$ cat src/rtl/prog_loader.sv
// Boot-time program loader: streams a length-prefixed byte image from a host into instruction memory.
// Optional feature macro: LOADER_CHECKSUM_EN adds a trailing XOR checksum byte and a sticky error state.
module prog_loader #(
  parameter int ADDR_W = 8
) (
  input  logic              clock,
  input  logic              reset,
  input  logic              start,
  input  logic              in_valid,
  input  logic [7:0]        in_data,
  output logic              in_ready,
  output logic              imem_we,
  output logic [ADDR_W-1:0] imem_addr,
  output logic [7:0]        imem_wdata,
  output logic              cpu_hold,
  output logic              done,
  output logic              error
);

  localparam logic [ADDR_W-1:0] ADDR_ONE = {{(ADDR_W-1){1'b0}}, 1'b1};

  typedef enum logic [2:0] {
    S_IDLE  = 3'd0,
    S_LEN   = 3'd1,
    S_DATA  = 3'd2,
`ifdef LOADER_CHECKSUM_EN
    S_CHECK = 3'd3,
`endif
    S_DONE  = 3'd4,
    S_ERR   = 3'd5
  } state_t;

  state_t            state_q, state_d;
  logic [ADDR_W-1:0] ptr_q, ptr_d;
  logic [ADDR_W-1:0] last_q, last_d;
  logic              in_ready_q, in_ready_d;
  logic              imem_we_q, imem_we_d;
  logic [ADDR_W-1:0] imem_addr_q, imem_addr_d;
  logic [7:0]        imem_wdata_q, imem_wdata_d;
  logic              cpu_hold_q, cpu_hold_d;
  logic              done_q, done_d;
  logic              accept_s;
`ifdef LOADER_CHECKSUM_EN
  logic [7:0]        csum_q, csum_d;
  logic              error_q, error_d;
`endif

  // A length byte of zero encodes a full 2^ADDR_W image, so the last index is all ones.
  function automatic logic [ADDR_W-1:0] len_to_last(input logic [7:0] len);
    if (len == 8'd0) begin
      return {ADDR_W{1'b1}};
    end else begin
      return ADDR_W'(len) - ADDR_ONE;
    end
  endfunction

  function automatic logic takes_input(input state_t s);
    case (s)
      S_LEN:   return 1'b1;
      S_DATA:  return 1'b1;
`ifdef LOADER_CHECKSUM_EN
      S_CHECK: return 1'b1;
`endif
      default: return 1'b0;
    endcase
  endfunction

`ifdef LOADER_CHECKSUM_EN
  function automatic logic [7:0] csum_step(input logic [7:0] acc, input logic [7:0] b);
    return acc ^ b;
  endfunction
`endif

  assign accept_s = in_valid & in_ready_q;

  // Next-state and datapath decode; outputs are derived from the next state so they register in step with it.
  always_comb begin
    state_d      = state_q;
    ptr_d        = ptr_q;
    last_d       = last_q;
    imem_we_d    = 1'b0;
    imem_addr_d  = imem_addr_q;
    imem_wdata_d = imem_wdata_q;
`ifdef LOADER_CHECKSUM_EN
    csum_d       = csum_q;
`endif
    case (state_q)
      S_IDLE: begin
        if (start) begin
          state_d = S_LEN;
          ptr_d   = {ADDR_W{1'b0}};
        end else begin
          state_d = S_IDLE;
        end
      end
      S_LEN: begin
        if (accept_s) begin
          last_d  = len_to_last(in_data);
          state_d = S_DATA;
`ifdef LOADER_CHECKSUM_EN
          csum_d  = in_data;
`endif
        end else begin
          state_d = S_LEN;
        end
      end
      S_DATA: begin
        if (accept_s) begin
          imem_we_d    = 1'b1;
          imem_addr_d  = ptr_q;
          imem_wdata_d = in_data;
          ptr_d        = ptr_q + ADDR_ONE;
`ifdef LOADER_CHECKSUM_EN
          csum_d       = csum_step(csum_q, in_data);
`endif
          if (ptr_q == last_q) begin
`ifdef LOADER_CHECKSUM_EN
            state_d = S_CHECK;
`else
            state_d = S_DONE;
`endif
          end else begin
            state_d = S_DATA;
          end
        end else begin
          state_d = S_DATA;
        end
      end
`ifdef LOADER_CHECKSUM_EN
      S_CHECK: begin
        if (accept_s) begin
          if (in_data == csum_q) begin
            state_d = S_DONE;
          end else begin
            state_d = S_ERR;
          end
        end else begin
          state_d = S_CHECK;
        end
      end
`endif
      S_DONE: begin
        state_d = S_IDLE;
      end
      S_ERR: begin
        if (start) begin
          state_d = S_LEN;
          ptr_d   = {ADDR_W{1'b0}};
        end else begin
          state_d = S_ERR;
        end
      end
      default: begin
        state_d = S_IDLE;
      end
    endcase

    in_ready_d = takes_input(state_d);
    // done trails the DONE state by a cycle so it lands after the final memory write; hold covers it.
    done_d     = (state_q == S_DONE);
    cpu_hold_d = (state_d != S_IDLE) || (state_q == S_DONE);
`ifdef LOADER_CHECKSUM_EN
    error_d    = (state_d == S_ERR);
`endif
  end

  // State and registered outputs with synchronous reset taking priority over everything.
  always_ff @(posedge clock) begin
    if (reset) begin
      state_q      <= S_IDLE;
      ptr_q        <= {ADDR_W{1'b0}};
      last_q       <= {ADDR_W{1'b0}};
      in_ready_q   <= 1'b0;
      imem_we_q    <= 1'b0;
      imem_addr_q  <= {ADDR_W{1'b0}};
      imem_wdata_q <= 8'd0;
      cpu_hold_q   <= 1'b0;
      done_q       <= 1'b0;
`ifdef LOADER_CHECKSUM_EN
      csum_q       <= 8'd0;
      error_q      <= 1'b0;
`endif
    end else begin
      state_q      <= state_d;
      ptr_q        <= ptr_d;
      last_q       <= last_d;
      in_ready_q   <= in_ready_d;
      imem_we_q    <= imem_we_d;
      imem_addr_q  <= imem_addr_d;
      imem_wdata_q <= imem_wdata_d;
      cpu_hold_q   <= cpu_hold_d;
      done_q       <= done_d;
`ifdef LOADER_CHECKSUM_EN
      csum_q       <= csum_d;
      error_q      <= error_d;
`endif
    end
  end

  assign in_ready   = in_ready_q;
  assign imem_we    = imem_we_q;
  assign imem_addr  = imem_addr_q;
  assign imem_wdata = imem_wdata_q;
  assign cpu_hold   = cpu_hold_q;
  assign done       = done_q;
`ifdef LOADER_CHECKSUM_EN
  assign error      = error_q;
`else
  assign error      = 1'b0;
`endif

endmodule

$ cat config.mk
export PLATFORM = sky130hd
export DESIGN_NAME = prog_loader
export DESIGN_NICKNAME = d
export VERILOG_FILES = /design/src/rtl/prog_loader.sv
export SDC_FILE = /design/constraint.sdc
export NUM_CORES = 1
export LEC_CHECK = 0
export ABC_AREA = 0
export CAP_MARGIN = 5
export CORE_AREA = 2 2 57 72
export DETAILED_ROUTE_END_ITERATION = 16
export DIE_AREA = 0 0 59 74
export PLACE_DENSITY = 0.77
export SYNTH_ARGS = -nofsm -noshare
export SYNTH_HDL_FRONTEND = slang
export SYNTH_SLANG_ARGS = --single-unit
$ cat constraint.sdc
create_clock -name clock -period 1.8 [get_ports clock]
set_clock_uncertainty 0.1 [all_clocks]
set_input_delay 0.36 -clock clock [delete_from_list [all_inputs] [get_ports clock]]
set_output_delay 0.36 -clock clock [all_outputs]
set_load 0.01 [all_outputs]
Word-level counts from Yosys, hierarchy flattened
Index checks and enable logic that the tools add are counted.
{"block": "totals", "regBits": 39, "in_bits": 12, "output_inout_bits": 21, "wordCells": 45}
{"block": "classes", "n_addsub": 2, "eq_ne": 9, "muxes": 12, "bitwise": 2, "n_reduce_logical": 11}
{"cell": "8-bit 2-to-1 mux", "n": 3}
{"cell": "8-bit one-hot mux with 2 select lines", "n": 1}
{"cell": "3-bit one-hot mux with 4 select lines", "n": 1}
{"cell": "3-bit 2-to-1 mux", "n": 3}
{"cell": "8-bit by 1-bit adder with 8-bit output, second input constant", "n": 1}
{"cell": "8-bit == test", "n": 1}
{"cell": "8-bit logical NOT", "n": 1}
{"cell": "8-bit by 1-bit subtractor with 8-bit output, second input constant", "n": 1}
{"cell": "3-bit by 1-bit == test with 1-bit output, second input constant", "n": 2}
{"cell": "3-bit by 2-bit == test with 1-bit output, second input constant", "n": 2}
{"cell": "3-bit == test, second input constant", "n": 2}
{"cell": "2-bit OR reduction", "n": 3}
{"cell": "2-bit AND reduction", "n": 2}
{"cell": "3-bit logical NOT", "n": 1}
{"cell": "1-bit 2-to-1 mux", "n": 3}
{"cell": "3-bit AND reduction", "n": 1}
{"cell": "3-bit nonzero test", "n": 1}
{"cell": "2-bit 2-to-1 mux", "n": 1}
{"cell": "2-bit by 1-bit inequality test with 1-bit output, second input constant", "n": 1}
{"cell": "2-bit inequality test, second input constant", "n": 1}
{"cell": "2-bit nonzero test", "n": 1}
{"cell": "1-bit AND", "n": 1}
{"cell": "1-bit logical OR", "n": 1}
{"cell": "1-bit NOT", "n": 1}

Logic depth before layout (Yosys ltp)
{"block": "depth", "depth_word": 7, "ltp_mapped": 7, "depth_no_buf": 6}

Least setup slack after synthesis
OpenSTA, ideal clock, no wires.
{"block": "synth_path", "path_type": "flip-flop to flip-flop", "start": "register state_q[2]", "end": "register imem_addr_q[0] (netlist: imem_addr[0])", "setup_time_ns": 0.132, "arrival_ns": 1.324, "t_required_ns": 1.568, "path_slack_ns": 0.244, "stages_incl_launch_ff": 8, "n_path_buf": 3, "period_less_slack_ns": 1.556, "cell_sequence": "dfxtp_1 > buf_6 > nand3b_4 > or2_2 > buf_2 > buf_2 > nand2_1 > a21oi_1"}
{"block": "synth_via", "elab_chain_cells": 2}
{"item": "start: declaration", "line_no": "33", "source": "state_t state_q, state_d;"}
{"item": "start signal: assignment", "line_no": "184", "source": "state_q <= state_d;"}
{"item": "3-bit by 2-bit == test with 1-bit output", "line_no": "87", "source": "case (state_q)"}
{"item": "2-bit AND reduction (no source line)"}
{"item": "end signal: assignment", "line_no": "175", "source": "imem_addr_q <= {ADDR_W{1'b0}};"}
{"item": "end signal: assignment", "line_no": "189", "source": "imem_addr_q <= imem_addr_d;"}
{"item": "end: declaration", "line_no": "38", "source": "logic [ADDR_W-1:0] imem_addr_q, imem_addr_d;"}
No other way between the ends.
A chain may end at the register's enable or synchronous reset.

Final worst setup path
{"block": "layout_path", "start": "input port in_data[2]", "end": "register last_q[0]"}
{"block": "layout_via", "elab_chain_cells": 2}
{"item": "start: declaration", "line_no": "10", "source": "input logic [7:0] in_data,"}
{"item": "8-bit logical NOT", "line_no": "50", "source": "if (len == 8'd0) begin"}
{"item": "8-bit 2-to-1 mux", "line_no": "50"}
{"item": "end signal: assignment", "line_no": "172", "source": "last_q <= {ADDR_W{1'b0}};"}
{"item": "end signal: assignment", "line_no": "186", "source": "last_q <= last_d;"}
{"item": "end: declaration", "line_no": "35", "source": "logic [ADDR_W-1:0] last_q, last_d;"}
No other way between the ends.

==> impl_metrics.yaml <==
outcome:
  status: "complete, no violations"
synth:
  synth_top_family_by_area: "simple AND/OR/NAND/NOR gates"
  synth-edff-count: 0
  synth-compound-area-share_pct: 17.2
  async_flop_share_pct: 0
  syn_avg_cell_area_sq_um: 8.66
  yosysUniqueCellTypes: 47
  synth_flop_cell: "dfxtp_1"
  yosys.area_share.simple_pct: 24.5
  synth_nets: 229
  syn_inst: 214
  synth_seq_area_share_pct: 42.1
  synth.cell_area_sq_um: 1850
  synthXorXnorAreaFrac_pct: 6.62
  synthMuxAreaShare_pct: 0
  ys_ff_latch: 39
  synth_area_leaders: "dfxtp_1 42%, nand2_1 7.7%, a21oi_1 7.6%, xnor2_1 5.7%, nor2_1 2.6%"
  synth_warnings: 0
  synth_top_cell_area_share_pct: 42.1
  synth_area_leader_cell: "dfxtp_1"
  synthAdderAreaFrac_pct: 2.57
detailed_routing:
  drt_iter0_markers: 30
  dr.max_layer_used: "met4"
  final_antenna_net_count: 0
  wl_met3_um: 150
  dr_wl_met2_um: 2150
  drc_errors: 0
  wl_um: 4060
  dr.pass1.iters: 4
  vias: 1618
  viasPerCell: 5.45
  met1_length_um: 1660
  wl_per_cell_um: 13.7
place:
  place_inst: 289
  place_congestion: 0.818
  io_buffer_count: 31
  dp_hpwl_um: 3010
timing:
  period_share_pct: 96.2
  timing.fmax_mhz: 577
  rsz0062_at_grt: "yes"
  fin_crit_ns: 1.73
  final_hold_viol_count: 0
  setup-violations-final: 0
  slew_viol_final: 0
pwr:
  power_density_nw_per_um2: 767
  static-leakage-power_nw: 0.819
  ir_drop_uv: 518
cells_and_area:
  drive_gt1_share_pct: 16.0
  fin_nets: 271
  area_growth_syn_to_layout_pct: 28.6
  diodes: 0
  final_cell_count_no_fill: 297
  fin_util_pct: 64.6
floorplanning:
  core_area_sq_um: 3690
  die_area_sq_um: 4370
  die_width_um: 59
  fp.dieH_um: 74
  rows: 25
  io_pins: 33
  start_util_pct: 50.2
critical_path:
  critPathKind: "input port to flop"
  cp_data_required_time_ns: 1.91
  worstPathArrival_ns: 1.85
  start_kind: "input port"
  crit_path_end_kind: "flop"
  crit_path_max_fanout: 6
  rr_worst_depth: 5
cts:
  cts_buffers: 5
  post_cts_buffers: 0
  clkLatencyLatePin_ns: 0.29
  cts_resized: 0
  clock-sinks: 39
  h-tree-depth: 2
  cts_tree: "built"
  postCtsHoldBufs: 0
  clockBufferDepth: 2
  cts_root_buf: "clkbuf_8"
  clk_pin_slew_worst_paths_ns: 0.07
worst_hold_path:
  hold_class: "flop to flop"
  whs_path_depth: 2
global_route:
  grt_use_total_pct: 21.1
  grt_pass1_wl_um: 6910
  antenna_found_initial: 0
  grt_max_degree: 35
  grt_pass1_vias: 1570
  grt_overflow: 0
job:
  cap_violations: 0
## where the power goes
group          internal (W)  switching, W  leakage, nW
Combinational     0.0000949     0.0000939        0.443
Sequential         0.000875    0.00000942        0.315
Clock              0.000448      0.000305       0.0612
## critical path, cell delays in order
cell             delay [ns]
clkdlybuf4s50_1        0.42
or4_4                  0.56
nor2_4                 0.14
a31oi_4                0.14
a211oi_2               0.23
## metrics by stage
stage	worst slack (ns)	cell area, sq um	hold slack (ns)	TNS (ns)	total power, W
floorplan	0.244	1850	0.352	0	0.00101
global placement	-0.200	2250	0.345	-4.31	0.00109
detailed placement	-0.241	2250	0.346	-4.78	0.00109
CTS	0.0701	2370	0.357	0	0.00184
global route	-0.0193	2380	0.388	-0.0414	0.00189
finish	0.0680	2380	0.358	0	0.00183
## cells in the mapped netlist (2+ instances only)
cell type / instances
inv_1: 7
a211oi_2: 2
or2_2: 2
clkbuf_8: 2
buf_2: 3
xnor2_1: 12
nand2_1: 38
dfxtp_1: 39
ha_1: 3
or3_1: 4
buf_6: 3
a21oi_1: 28
nor4_1: 2
clkbuf_1: 4
nand4_1: 2
nand3_1: 4
o21ai_0: 6
xor2_1: 2
nand2b_1: 2
nor3_1: 4
a211oi_1: 5
or3_2: 3
nor2_1: 13
## cell families after synthesis
group / count (synthesis)
simple gates: 87
buf+inv: 20
xor+xnor: 14
compound gates: 49
other cells: 1
flops: 39
fa+ha+maj: 4
## registers in the layout, indices dropped and copies added (netlist names)
name,cells
imem_addr,8
imem_wdata,8
last_q,8
ptr_q,8
state_q,3
cpu_hold,1
done,1
imem_we,1
in_ready,1
## metal layers
layer / vias up / track usage, %
met1: 768 / 23.6
met4: 0 / 9.85
met3: 7 / 4.87
li1: 814 / -
met2: 29 / 37.5
met5: - / 0
## cell type report
type,count,area [sq um]
clock buffer,6,82.6
tap,40,50.0
fill,332,1310
clock inverter,2,35.0
inverter,7,26.3
sequential,39,781
multi-input combinational,155,958
timing repair buffer,48,450
## worst paths after layout
| check | start | endpoint | slack [ns] |
|---|---|---|---|
| min | imem_addr[6]$_SDFFE_PP0P_ | imem_addr[6]$_SDFFE_PP0P_ | 0.36 |
| min reg2reg | imem_addr[6]$_SDFFE_PP0P_ | imem_addr[6]$_SDFFE_PP0P_ | 0.36 |
| max reg2reg | ptr_q[1]$_SDFFE_PP0P_ | ptr_q[6]$_SDFFE_PP0P_ | 0.12 |
| max | in_data[2] | last_q[0]$_SDFFE_PP0N_ | 0.07 |
## cells in the final DEF (no fill, tap or decap), drive strengths merged, types with 6 or more instances in the layout
master,n
dfxtp,39
nand2,38
clkdlybuf4s50,31
a21oi,28
buf,17
nor2,15
xnor2,12
inv,7
a211oi,7
or3,7
o21ai,6
clkbuf,6
(Power assumes the default switching activity.)
